File: config.mk
export PLATFORM = sky130hd
export DESIGN_NAME = hazard_stall_ctrl_flat
export DESIGN_NICKNAME = d
export VERILOG_FILES = /design/src/rtl/hazard_stall_ctrl_if.sv /design/src/rtl/hazard_stall_ctrl.sv /design/src/flat_wrapper.sv
export SDC_FILE = /design/constraint.sdc
export NUM_CORES = 1
export LEC_CHECK = 0
export CORE_AREA = 2 2 39 41
export CTS_BUF_LIST = sky130_fd_sc_hd__clkbuf_8
export DETAILED_ROUTE_END_ITERATION = 8
export DIE_AREA = 0 0 41 43
export GPL_ROUTABILITY_DRIVEN = 1
export PLACE_DENSITY = 0.76
export REMOVE_ABC_BUFFERS = 1
export SLEW_MARGIN = 10
export SYNTH_ARGS = -nofsm -noshare
export SYNTH_HDL_FRONTEND = slang
export SYNTH_SLANG_ARGS = --single-unit
File: constraint.sdc
create_clock -name clk -period 1.5 [get_ports clk]
set_input_delay 0.3 -clock clk [delete_from_list [all_inputs] [get_ports clk]]
set_output_delay 0.3 -clock clk [all_outputs]
set_load 0.05 [all_outputs]
File: src/rtl/hazard_stall_ctrl_if.sv
// rtl/hazard_stall_ctrl_if.sv - ID/EX hazard signal bundle between the pipeline and the stall controller
//
// Signals (driven by the pipeline, i.e. the master side):
//   id_rs, id_rt       source registers of the instruction in ID
//   id_uses_rs/rt      ID instruction actually reads rs / rt
//   id_reads_hilo      ID instruction is mfhi/mflo
//   id_mdu_op          ID instruction is mult/multu/div/divu
//   ex_rt              destination register of the load in EX
//   ex_mem_read        EX instruction is a load
//   ex_mdu_start       EX instruction starts the MDU (one-cycle pulse)
//   ex_branch_taken    branch/jump resolved taken in EX
// Signals (driven by the controller, i.e. the slave side):
//   pc_write, ifid_write, haz_mux_con, ifid_flush, mdu_busy
interface hazard_stall_ctrl_if #(
    parameter int REG_AW = 5
);
    logic [REG_AW-1:0] id_rs;
    logic [REG_AW-1:0] id_rt;
    logic              id_uses_rs;
    logic              id_uses_rt;
    logic              id_reads_hilo;
    logic              id_mdu_op;
    logic [REG_AW-1:0] ex_rt;
    logic              ex_mem_read;
    logic              ex_mdu_start;
    logic              ex_branch_taken;

    logic              pc_write;
    logic              ifid_write;
    logic              haz_mux_con;
    logic              ifid_flush;
    logic              mdu_busy;

    modport master (
        output id_rs, id_rt, id_uses_rs, id_uses_rt, id_reads_hilo, id_mdu_op,
               ex_rt, ex_mem_read, ex_mdu_start, ex_branch_taken,
        input  pc_write, ifid_write, haz_mux_con, ifid_flush, mdu_busy
    );

    modport slave (
        input  id_rs, id_rt, id_uses_rs, id_uses_rt, id_reads_hilo, id_mdu_op,
               ex_rt, ex_mem_read, ex_mdu_start, ex_branch_taken,
        output pc_write, ifid_write, haz_mux_con, ifid_flush, mdu_busy
    );
endinterface

File: src/rtl/hazard_stall_ctrl.sv
// rtl/hazard_stall_ctrl.sv - ID/EX hazard and stall controller for the 5-stage MIPS pipeline
//
// Detects load-use hazards (LOAD_LAT bubbles each), HI/LO and structural
// hazards against the multi-cycle MDU (MDU_LAT busy cycles after a start),
// and flushes IF/ID on a taken branch. Outputs are combinational from the
// current hazard inputs and the registered state.
//
// Parameters:
//   REG_AW    register-address width
//   LOAD_LAT  bubbles inserted per load-use hazard (>=1)
//   MDU_LAT   MDU busy cycles after a start (>=1)
// Ports:
//   clk          pipeline clock, rising edge
//   rst_n        asynchronous active-low reset; forces all outputs to 0
//   hz           hazard_stall_ctrl_if.slave bundle (ID/EX inputs, control outputs)
//   stall_count  32-bit saturating count of edges with pc_write==0
//                (present only when HAZ_STALL_CNT_EN is defined)
module hazard_stall_ctrl #(
    parameter int REG_AW   = 5,
    parameter int LOAD_LAT = 1,
    parameter int MDU_LAT  = 4
) (
    input  logic               clk,
    input  logic               rst_n,
    hazard_stall_ctrl_if.slave hz
`ifdef HAZ_STALL_CNT_EN
    ,
    output logic [31:0]        stall_count
`endif
);

    localparam int LDW = ($clog2(LOAD_LAT + 1) < 1) ? 1 : $clog2(LOAD_LAT + 1);
    localparam int MDW = ($clog2(MDU_LAT + 1) < 1) ? 1 : $clog2(MDU_LAT + 1);

    // The detection cycle is itself the first bubble, so the FSM only has
    // to cover the remaining LOAD_LAT-1 cycles.
    localparam logic [LDW-1:0] LD_INIT  = LDW'(LOAD_LAT - 1);
    localparam logic [MDW-1:0] MDU_INIT = MDW'(MDU_LAT);
    localparam bit             LD_MULTI = (LOAD_LAT > 1);

    typedef enum logic {
        RUN      = 1'b0,
        LD_STALL = 1'b1
    } state_t;

    state_t           state_q;
    state_t           state_d;
    logic [LDW-1:0]   ld_cnt_q;
    logic [LDW-1:0]   ld_cnt_d;
    logic [MDW-1:0]   mdu_cnt_q;
    logic [MDW-1:0]   mdu_cnt_d;

    logic [REG_AW-1:0] id_rs;
    logic [REG_AW-1:0] id_rt;
    logic [REG_AW-1:0] ex_rt;

    logic load_hz;
    logic mdu_busy_w;
    logic mdu_hz;
    logic stall;

    logic pc_write_w;
    logic ifid_write_w;
    logic haz_mux_con_w;
    logic ifid_flush_w;

    assign id_rs = hz.id_rs;
    assign id_rt = hz.id_rt;
    assign ex_rt = hz.ex_rt;

    // r0 is hardwired to zero, so a load "into" r0 never creates a hazard;
    // the uses_* qualifiers stop immediates/shamt fields from matching.
    assign load_hz = hz.ex_mem_read && (ex_rt != '0) &&
                     ((hz.id_uses_rs && (id_rs == ex_rt)) ||
                      (hz.id_uses_rt && (id_rt == ex_rt)));

    assign mdu_busy_w = (mdu_cnt_q != '0);
    assign mdu_hz     = mdu_busy_w && (hz.id_reads_hilo || hz.id_mdu_op);

    // A load hazard is only sampled in RUN; once in LD_STALL the FSM alone
    // decides the length, so a lingering ex_mem_read cannot extend it.
    assign stall = ((state_q == RUN) && load_hz) || (state_q == LD_STALL) || mdu_hz;

    // ------------------------------------------------------------------
    // Load-use FSM
    // ------------------------------------------------------------------
    always_ff @(posedge clk or negedge rst_n) begin
        if (!rst_n) begin
            state_q  <= RUN;
            ld_cnt_q <= '0;
        end else begin
            state_q  <= state_d;
            ld_cnt_q <= ld_cnt_d;
        end
    end

    always_comb begin
        state_d  = state_q;
        ld_cnt_d = ld_cnt_q;
        if (hz.ex_branch_taken) begin
            // The flushed ID instruction no longer needs its stall.
            state_d  = RUN;
            ld_cnt_d = '0;
        end else begin
            unique case (state_q)
                RUN: begin
                    if (load_hz && LD_MULTI) begin
                        state_d  = LD_STALL;
                        ld_cnt_d = LD_INIT;
                    end
                end
                LD_STALL: begin
                    if (ld_cnt_q <= LDW'(1)) begin
                        state_d  = RUN;
                        ld_cnt_d = '0;
                    end else begin
                        ld_cnt_d = ld_cnt_q - LDW'(1);
                    end
                end
                default: begin
                    state_d  = RUN;
                    ld_cnt_d = '0;
                end
            endcase
        end
    end

    // ------------------------------------------------------------------
    // MDU busy counter: a new start always reloads the full latency, and
    // branches do not cancel an operation already issued to the MDU.
    // ------------------------------------------------------------------
    always_comb begin
        mdu_cnt_d = mdu_cnt_q;
        if (hz.ex_mdu_start) begin
            mdu_cnt_d = MDU_INIT;
        end else if (mdu_cnt_q != '0) begin
            mdu_cnt_d = mdu_cnt_q - MDW'(1);
        end
    end

    always_ff @(posedge clk or negedge rst_n) begin
        if (!rst_n) begin
            mdu_cnt_q <= '0;
        end else begin
            mdu_cnt_q <= mdu_cnt_d;
        end
    end

    // ------------------------------------------------------------------
    // Pipeline control outputs, branch flush has priority over stalls
    // ------------------------------------------------------------------
    always_comb begin
        pc_write_w    = 1'b0;
        ifid_write_w  = 1'b0;
        haz_mux_con_w = 1'b0;
        ifid_flush_w  = 1'b0;
        if (!rst_n) begin
            pc_write_w    = 1'b0;
        end else if (hz.ex_branch_taken) begin
            pc_write_w    = 1'b1;
            ifid_write_w  = 1'b1;
            ifid_flush_w  = 1'b1;
            haz_mux_con_w = 1'b0;
        end else if (stall) begin
            pc_write_w    = 1'b0;
        end else begin
            pc_write_w    = 1'b1;
            ifid_write_w  = 1'b1;
            haz_mux_con_w = 1'b1;
        end
    end

    assign hz.pc_write    = pc_write_w;
    assign hz.ifid_write  = ifid_write_w;
    assign hz.haz_mux_con = haz_mux_con_w;
    assign hz.ifid_flush  = ifid_flush_w;
    assign hz.mdu_busy    = rst_n && mdu_busy_w;

`ifdef HAZ_STALL_CNT_EN
    always_ff @(posedge clk or negedge rst_n) begin
        if (!rst_n) begin
            stall_count <= '0;
        end else if (!pc_write_w && (stall_count != 32'hFFFF_FFFF)) begin
            stall_count <= stall_count + 32'd1;
        end
    end
`endif

endmodule

File: src/flat_wrapper.sv
// flat-port wrapper written by rule: the top's interface ports become plain ports
module hazard_stall_ctrl_flat 
#(
    parameter int REG_AW   = 5,
    parameter int LOAD_LAT = 1,
    parameter int MDU_LAT  = 4
)
  (clk, rst_n, hz_id_rs, hz_id_rt, hz_id_uses_rs, hz_id_uses_rt, hz_id_reads_hilo, hz_id_mdu_op, hz_ex_rt, hz_ex_mem_read, hz_ex_mdu_start, hz_ex_branch_taken, hz_pc_write, hz_ifid_write, hz_haz_mux_con, hz_ifid_flush, hz_mdu_busy);
  hazard_stall_ctrl_if #(.REG_AW(REG_AW)) hz_i ();
  input  logic clk;
  input  logic rst_n;
  input wire logic [$bits(hz_i.id_rs)-1:0] hz_id_rs;
  input wire logic [$bits(hz_i.id_rt)-1:0] hz_id_rt;
  input wire logic [$bits(hz_i.id_uses_rs)-1:0] hz_id_uses_rs;
  input wire logic [$bits(hz_i.id_uses_rt)-1:0] hz_id_uses_rt;
  input wire logic [$bits(hz_i.id_reads_hilo)-1:0] hz_id_reads_hilo;
  input wire logic [$bits(hz_i.id_mdu_op)-1:0] hz_id_mdu_op;
  input wire logic [$bits(hz_i.ex_rt)-1:0] hz_ex_rt;
  input wire logic [$bits(hz_i.ex_mem_read)-1:0] hz_ex_mem_read;
  input wire logic [$bits(hz_i.ex_mdu_start)-1:0] hz_ex_mdu_start;
  input wire logic [$bits(hz_i.ex_branch_taken)-1:0] hz_ex_branch_taken;
  output wire logic [$bits(hz_i.pc_write)-1:0] hz_pc_write;
  output wire logic [$bits(hz_i.ifid_write)-1:0] hz_ifid_write;
  output wire logic [$bits(hz_i.haz_mux_con)-1:0] hz_haz_mux_con;
  output wire logic [$bits(hz_i.ifid_flush)-1:0] hz_ifid_flush;
  output wire logic [$bits(hz_i.mdu_busy)-1:0] hz_mdu_busy;
  assign hz_i.id_rs = hz_id_rs;
  assign hz_i.id_rt = hz_id_rt;
  assign hz_i.id_uses_rs = hz_id_uses_rs;
  assign hz_i.id_uses_rt = hz_id_uses_rt;
  assign hz_i.id_reads_hilo = hz_id_reads_hilo;
  assign hz_i.id_mdu_op = hz_id_mdu_op;
  assign hz_i.ex_rt = hz_ex_rt;
  assign hz_i.ex_mem_read = hz_ex_mem_read;
  assign hz_i.ex_mdu_start = hz_ex_mdu_start;
  assign hz_i.ex_branch_taken = hz_ex_branch_taken;
  assign hz_pc_write = hz_i.pc_write;
  assign hz_ifid_write = hz_i.ifid_write;
  assign hz_haz_mux_con = hz_i.haz_mux_con;
  assign hz_ifid_flush = hz_i.ifid_flush;
  assign hz_mdu_busy = hz_i.mdu_busy;
  hazard_stall_ctrl #(.REG_AW(REG_AW), .LOAD_LAT(LOAD_LAT), .MDU_LAT(MDU_LAT)) u_core (.clk(clk), .rst_n(rst_n), .hz(hz_i));
endmodule
==> key figures, run 1 <==
Outcome
  – Outcome: finished, violations left
  – Violated checks: negative setup slack

Power
  – Power share of the combinational group: 0.719
  – Sequential power share: 0.106
  – VDD IR-drop max: 0.000638 V
  – Total design power: 1.30 mW
  – Pint: 852 µW
  – Net Sw Power: 445 µW
  – Clock share of power: 0.175
  – Pleak: 0.425 nW
  – PD cells: 1330 mW/mm²
  – Sw frac: 0.343

Floorplan
  – IO Count: 29
  – Die Ht: 43 µm
  – CORE AREA: 0.00138 mm²
  – Die width: 41 µm
  – Initial Util: 0.241
  – Std cell rows: 14
  – Die area: 0.00176 mm²

Worst setup path
  – Delay of the slowest critical-path stage: 380 ps
  – Critical path data required time: 1200 ps
  – Max Fanout on Critical Path: 2
  – Crit path DAT: 1620 ps
  – R2r endpoint: u_core.mdu_cnt_q[2]
  – Setup crit end kind: primary output
  – Worst path depth: 8
  – Critical Path, Cell by Cell: inv_2 > ha_4 > nand2b_4 > o21ai_4 > buf_6 > nand2_4 > a311oi_4 > buf_12
  – Critical Path Source: u_core.mdu_cnt_q[0]
  – Reg2Reg Launch Point: u_core.mdu_cnt_q[0]
  – CP max stage cell: dfrtp_1
  – Cell family with most CP delay: flip-flops
  – Critical Path End: hz_haz_mux_con
  – Worst Path Buf+Inv: 3
  – R2r setup slk: -390 ps
  – Launching element type of the critical path: flop
  – Crit Path Class: flop to primary output
  – Reg2reg path depth: 14

GRT
  – Vias in the first global route: 525
  – Total grt overflow: 0
  – Pin count of the biggest net entering global routing: 8
  – Global-route wire length before repair: 1880 µm
  – Total GRT Usage: 0.159
  – Initial antenna violation count: 0

Timing
  – Final Max Slew Viols: 0
  – Fmax: 520 MHz
  – Setup TNS: -1770 ps
  – RSZ-0062 raised after global routing: true
  – Period utilization: 1.28
  – Final worst slack: -423 ps
  – Least-Margin Pin Slew: 269 ps
  – Post-layout min period: 1920 ps
  – Clock Skews: 0.949 ps
  – Fin. Hold Viols: 0
  – Final setup vio count: 5
  – Max transition margin: 0.821

Logic synthesis
  – FFs w/ async S/R, synth: 1.00
  – Post-synth top area share: 0.289
  – Ys Warns: 0
  – Area leader, netlist: xnor2_1
  – Register area share after synthesis: 0.226
  – Distinct cells, synth: 18
  – Post-synth EDFFs: 0
  – Mapped Avg Cell Area: 7.92 µm²
  – Synth Cell Area: 333 µm²
  – Top cells by count, synth: xnor2_1, nand2_1, inv_1
  – Synth top area cells: xnor2_1, dfrtp_1, ha_1
  – Count leader, synth: xnor2_1
  – Synth Register Bits: 3
  – Synth Instances: 42
  – Synth Flop Type: dfrtp_1

Final layout
  – Nets: 121
  – Multi-input logic area: 352 µm²
  – # diodes: 0
  – Area delta synth->final: 193%
  – Reg with most FFs: u_core.mdu_cnt_q
  – Cell Count, Final, Fillers Out: 110
  – Max reg flops: 3
  – Fraction of layout cells with a size suffix above 1: 0.511
  – Largest regs: u_core.mdu_cnt_q x3
  – FF/Latch Area: 75.1 µm²
  – Fillers: 107
  – Fin area: 976 µm²

Placed design
  – Placed cell area: 728 µm²
  – Dpl hpwl: 842 µm
  – GP Congestion: 0.710
  – # placed instances: 92
  – Number of buffers added on ports: 28
  – Dpl ws: -643 ps

Drt
  – DRC: 0
  – Final WL: 1290 µm
  – Detailed-route wire length per cell: 11.8 µm
  – Vias per inst: 4.56
  – Vias: 502
  – Starting DRT DRC Count: 0
  – Detail Route Antenna Nets: 0
  – Pre-antenna DRT Iters: 1

CTS
  – Htree depth: 1
  – Clock transition at the registers of the reported paths: 30 ps
  – Clock Tree Buf Depth: 2
  – Total CTS buffers: 3
  – Root Buffer Master: clkbuf_8
  – Clock sink total: 3
  – TritonCTS clock tree: yes
  – Worst-Skew Late Latency: 210 ps

Flow run
  – Maxcap violations: 0

Min path
  – Hold Crit Class: input pin to async pin
kinds of logic (layout without fill, tap and decap cells):
kind of cell	after synthesis	after routing	share of synthesized area
xor gates and xnor gates	11	11	0.289
DFF	3	3	0.226
and+or+nand+nor	13	13	0.180
adders and majority gates	2	2	0.0752
AOI/OAI and AO/OA	8	8	0.162
buffers and inverters	5	57	0.0677
layer usage:
| layer | track usage | vias to the layer above | part of all wire |
|---|---|---|---|
| met5 | 0 | - | 0 |
| met4 | 0.0533 | 0 | 0 |
| met3 | 0.0733 | 0 | 0.063 |
| met2 | 0.284 | 21 | 0.64 |
| met1 | 0.146 | 234 | 0.30 |
| li1 | - | 247 | - |
layout make-up:
type,count,area share
clock buffer,3,0.0423
tap,16,0.0205
multi-input combinational,34,0.360
sequential,3,0.0769
timing repair buffer,49,0.478
inverter,4,0.0179
clock inverter,1,0.00385
metrics by stage:
step / util / hold WS [ps]
after global routing: 0.705 / 564
after detailed placement: 0.526 / 543
after CTS: 0.633 / 71.7
after floorplan: - / 4.41
after global placement: 0.526 / 537
final: 0.705 / 542
worst min path at each step:
stage                     startpoint                  end  slack, ps  depth (start not counted)
after floorplan                rst_n  u_core.mdu_cnt_q[0]          4                          0
after global placement         rst_n  u_core.mdu_cnt_q[0]        540                          1
after detailed placement       rst_n  u_core.mdu_cnt_q[0]        540                          1
after CTS                      rst_n  u_core.mdu_cnt_q[0]         70                          1
after global routing           rst_n  u_core.mdu_cnt_q[1]        560                          2
final                          rst_n  u_core.mdu_cnt_q[1]        540                          2
cell usage in the layout, fill, tap and decap left out, types with 2 or more instances in the layout:
| master | synthesis | final |
|---|---|---|
| nand2_1 | 5 | 4 |
| nand4_1 | 2 | 2 |
| clkdlybuf4s50_1 | 0 | 6 |
| buf_6 | 0 | 3 |
| inv_1 | 4 | 2 |
| nor2_1 | 3 | 3 |
| ha_4 | 0 | 2 |
| buf_4 | 1 | 17 |
| dlygate4sd2_1 | 0 | 8 |
| buf_12 | 0 | 5 |
| dfrtp_1 | 3 | 3 |
| clkdlybuf4s15_1 | 0 | 4 |
| clkbuf_2 | 0 | 5 |
| inv_2 | 0 | 2 |
| clkbuf_8 | 0 | 3 |
| xnor2_1 | 11 | 11 |
timing repair:
action                                  in CTS  in global routing
gates cloned                                 0                  0
hold buffers                                 0                  1
endpoints found under the setup margin       5                  6
pin swaps                                   17                 12
hold endpoints to repair                     0                  3
buffers inserted                            10                  4
gates resized for setup                     32                 27
power by group through the flow:
stage	sequential (mW)	combinational [mW]	clock, mW
2_1_floorplan	0.134	0.225	0
3_3_place_gp	0.131	0.498	0
3_5_place_dp	0.132	0.509	0
4_1_cts	0.136	0.730	0.230
5_1_grt	0.141	1.01	0.240
6_report	0.138	0.932	0.227
Note: power is estimated with default switching activity, not from simulation.
==> inputs of run 2 (changes only) <==
==> constraint.sdc (replaced) <==
create_clock -name clk -period 1.5 [get_ports clk]
set_input_delay 0.3 -clock clk [delete_from_list [all_inputs] [get_ports clk]]
set_output_delay 0.3 -clock clk [all_outputs]
set_load 0.01 [all_outputs]
==> run 2 against run 1 <==
Net effect:
- largest cell class unchanged
- first-iteration DRC count is 2 higher
- via count is 12% lower
- flip-flop and latch count stayed put
- the flow still finishes with violations (negative setup slack)
- design area is 21% lower
- hold slack worse by 40 ps
- critical endpoint unchanged
- count of clock-buffer cells in the layout stayed put
- register-to-register slack better by 640 ps
- core utilization is 15 points lower
- die area stayed put
- largest power group unchanged
==> key figures, run 2 (synthesis gave the netlist of run 1 again) <==
Timing
  – Final setup vio count: 4 (-1)
  – Clock Skews: 2.00 ps (+1.05 ps)
  – Post-layout min period: 1690 ps (-234 ps)
  – Final Max Slew Viols: 0 (unchanged)
  – Final worst slack: -188 ps (+234 ps)
  – Fin. Hold Viols: 0 (unchanged)
  – Hold_ws: 501 ps (-40.4 ps)
  – Max transition margin: 0.853 (+0.0319)
  – RSZ-0062 raised after global routing: true
  – Least-Margin Pin Slew: 219 ps (-50.8 ps)
  – Fmax: 592 MHz (+14%)
  – Period utilization: 1.13 (-0.156)

Floorplan
  – Initial Util: 0.241 (unchanged)
  – CORE AREA: 0.00138 mm² (unchanged)
  – IO Count: 29 (unchanged)
  – Die width: 41 µm (unchanged)
  – Die area: 0.00176 mm² (unchanged)
  – Std cell rows: 14 (unchanged)
  – Die Ht: 43 µm (unchanged)

Final layout
  – Commonest non-fill, non-tap cell in the layout: dlygate4sd2_1
  – Fillers: 147 (+37%)
  – Max reg flops: 3 (unchanged)
  – Area delta synth->final: 132%
  – Nets: 111 (-8.3%)
  – # diodes: 0 (unchanged)
  – Fin area: 773 µm² (-21%)
  – Largest regs: u_core.mdu_cnt_q x3
  – Fraction of layout cells with a size suffix above 1: 0.333 (-0.177)
  – Commonest cells after routing, fill and taps aside: dlygate4sd2_1, xnor2_1, buf_4
  – Reg with most FFs: u_core.mdu_cnt_q
  – Cell Count, Final, Fillers Out: 100 (-9.1%)

GRT
  – Vias in the first global route: 464 (-12%)
  – Total GRT Usage: 0.145 (-0.0142)
  – Total grt overflow: 0 (unchanged)
  – Global-route wire length before repair: 1700 µm (-9.5%)
  – Pin count of the biggest net entering global routing: 8 (unchanged)
  – Initial antenna violation count: 0 (unchanged)

Drt
  – Vias per inst: 4.42 (-3.1%)
  – Pre-antenna DRT Iters: 3 (+2)
  – Detailed-route wire length per cell: 10.6 µm (-9.7%)
  – Detail Route Antenna Nets: 0 (unchanged)
  – Final WL: 1060 µm (-18%)
  – Starting DRT DRC Count: 2 (+2)
  – Vias: 442 (-12%)
  – DRC: 0 (unchanged)

Power
  – Total design power: 887 µW (-32%)
  – Clock share of power: 0.257 (+0.082)
  – Power share of the combinational group: 0.588 (-0.131)
  – Pleak: 0.360 nW (-15%)
  – Sequential power share: 0.155 (+0.049)
  – Sw frac: 0.312 (-0.0306)
  – Pint: 610 µW (-28%)
  – PD cells: 1150 mW/mm² (-14%)
  – Net Sw Power: 277 µW (-38%)
  – VDD IR-drop max: 0.000478 V (-25%)

CTS
  – Clock sink total: 3 (unchanged)
  – Worst-Skew Late Latency: 210 ps (about the same)
  – Clock Tree Buf Depth: 2 (unchanged)
  – Root Buffer Master: clkbuf_8
  – TritonCTS clock tree: yes
  – Clock transition at the registers of the reported paths: 30 ps (about the same)
  – Total CTS buffers: 3 (unchanged)
  – Htree depth: 1 (unchanged)

Worst setup path
  – R2r endpoint: u_core.mdu_cnt_q[1]
  – Critical Path Source: u_core.mdu_cnt_q[1]
  – Reg2reg path depth: 6 (-8)
  – Reg2Reg Launch Point: u_core.mdu_cnt_q[1]
  – Crit Path Class: flop to primary output
  – Launching element type of the critical path: flop
  – Critical Path End: hz_haz_mux_con
  – Crit path DAT: 1390 ps (-230 ps)
  – Critical path data required time: 1200 ps (about the same)
  – Setup crit end kind: primary output
  – R2r setup slk: 250 ps (+640 ps)
  – Max Fanout on Critical Path: 2 (unchanged)

Flow run
  – Maxcap violations: 0 (unchanged)

Outcome
  – Violated checks: negative setup slack
  – Outcome: finished, violations left

Placed design
  – # placed instances: 91 (-1.1%)
  – Dpl hpwl: 813 µm (-3.4%)
  – Placed cell area: 671 µm² (-7.9%)
  – GP Congestion: 0.746 (+5.2%)
  – Number of buffers added on ports: 28 (unchanged)

Min path
  – Hold Crit Class: input pin to async pin
[run 2: cell count changes in the layout (fill, tap and decap cells not counted), moves of 2 or more]
cell             change
buf_4                -8
buf_12               -5
clkbuf_2             -4
buf_2                +4
clkdlybuf4s15_1      -4
dlygate4sd2_1        +7
buf_6                -2
[run 2: layout make-up]
class | count | area (µm²) | area share
clock buffers | 3 | 41.3 | 0.0534
clock inverters | 1 | 3.75 | 0.00485
inverters | 4 | 15.0 | 0.0194
multi-input cells | 34 | 289 | 0.374
flip-flops and latches | 3 | 75.1 | 0.0971
well taps | 16 | 20.0 | 0.0259
repair buffers | 39 | 329 | 0.426
[run 2: worst min-delay path by stage]
| stage | endpoint | slack, ps |
|---|---|---|
| 4_1_cts | u_core.mdu_cnt_q[1] | 50 |
| 6_report | u_core.mdu_cnt_q[0] | 500 |
| 2_1_floorplan | u_core.mdu_cnt_q[0] | 4 |
| 3_3_place_gp | u_core.mdu_cnt_q[0] | 540 |
| 5_1_grt | u_core.mdu_cnt_q[0] | 540 |
| 3_5_place_dp | u_core.mdu_cnt_q[2] | 540 |
[run 2: routing by layer]
layer	wire, µm	global-route usage
met5	0	0
met4	0	0.0600
met3	95	0.0576
met2	647	0.263
met1	319	0.129
[run 2: power groups by stage]
| stage | registers [mW] | logic (mW) | clock network [mW] |
|---|---|---|---|
| after floorplan | 0.134 | 0.169 | 0 |
| after global placement | 0.131 | 0.382 | 0 |
| after detailed placement | 0.133 | 0.395 | 0 |
| after CTS | 0.137 | 0.490 | 0.230 |
| after global routing | 0.142 | 0.572 | 0.241 |
| final | 0.137 | 0.522 | 0.228 |
[run 2: worst max-delay path, cell delays in order (launching register included)]
cell and delay, ps:
dfrtp_1 370, inv_2 80, ha_4 150, nand2b_4 60, o21ai_4 60, nand2_1 60
a311oi_1 200, buf_2 170
[run 2: metrics by stage]
step / utilization / worst slack (ps) / TNS, ps
3_3_place_gp: 0.485 / -781 / -3210
2_1_floorplan: - / -105 / -275
6_report: 0.559 / -188 / -575
4_1_cts: 0.539 / -184 / -680
3_5_place_dp: 0.485 / -811 / -3340
5_1_grt: 0.559 / -276 / -908
[run 2: what timing repair did]
action / in CTS / in global routing
buffers inserted: 3 / 1
pin swaps: 12 / 0
hold buffers: 0 / 1
endpoints found under the setup margin: 5 / 5
cloned: 0 / 0
hold endpoints to repair: 0 / 3
gates resized for setup: 47 / 5
==> inputs of run 3 (changes only) <==
Settings changed: CAP_MARGIN from default to 20.
==> results of run 3 <==
Final layout, timing and power as in run 2 (identical DEF).
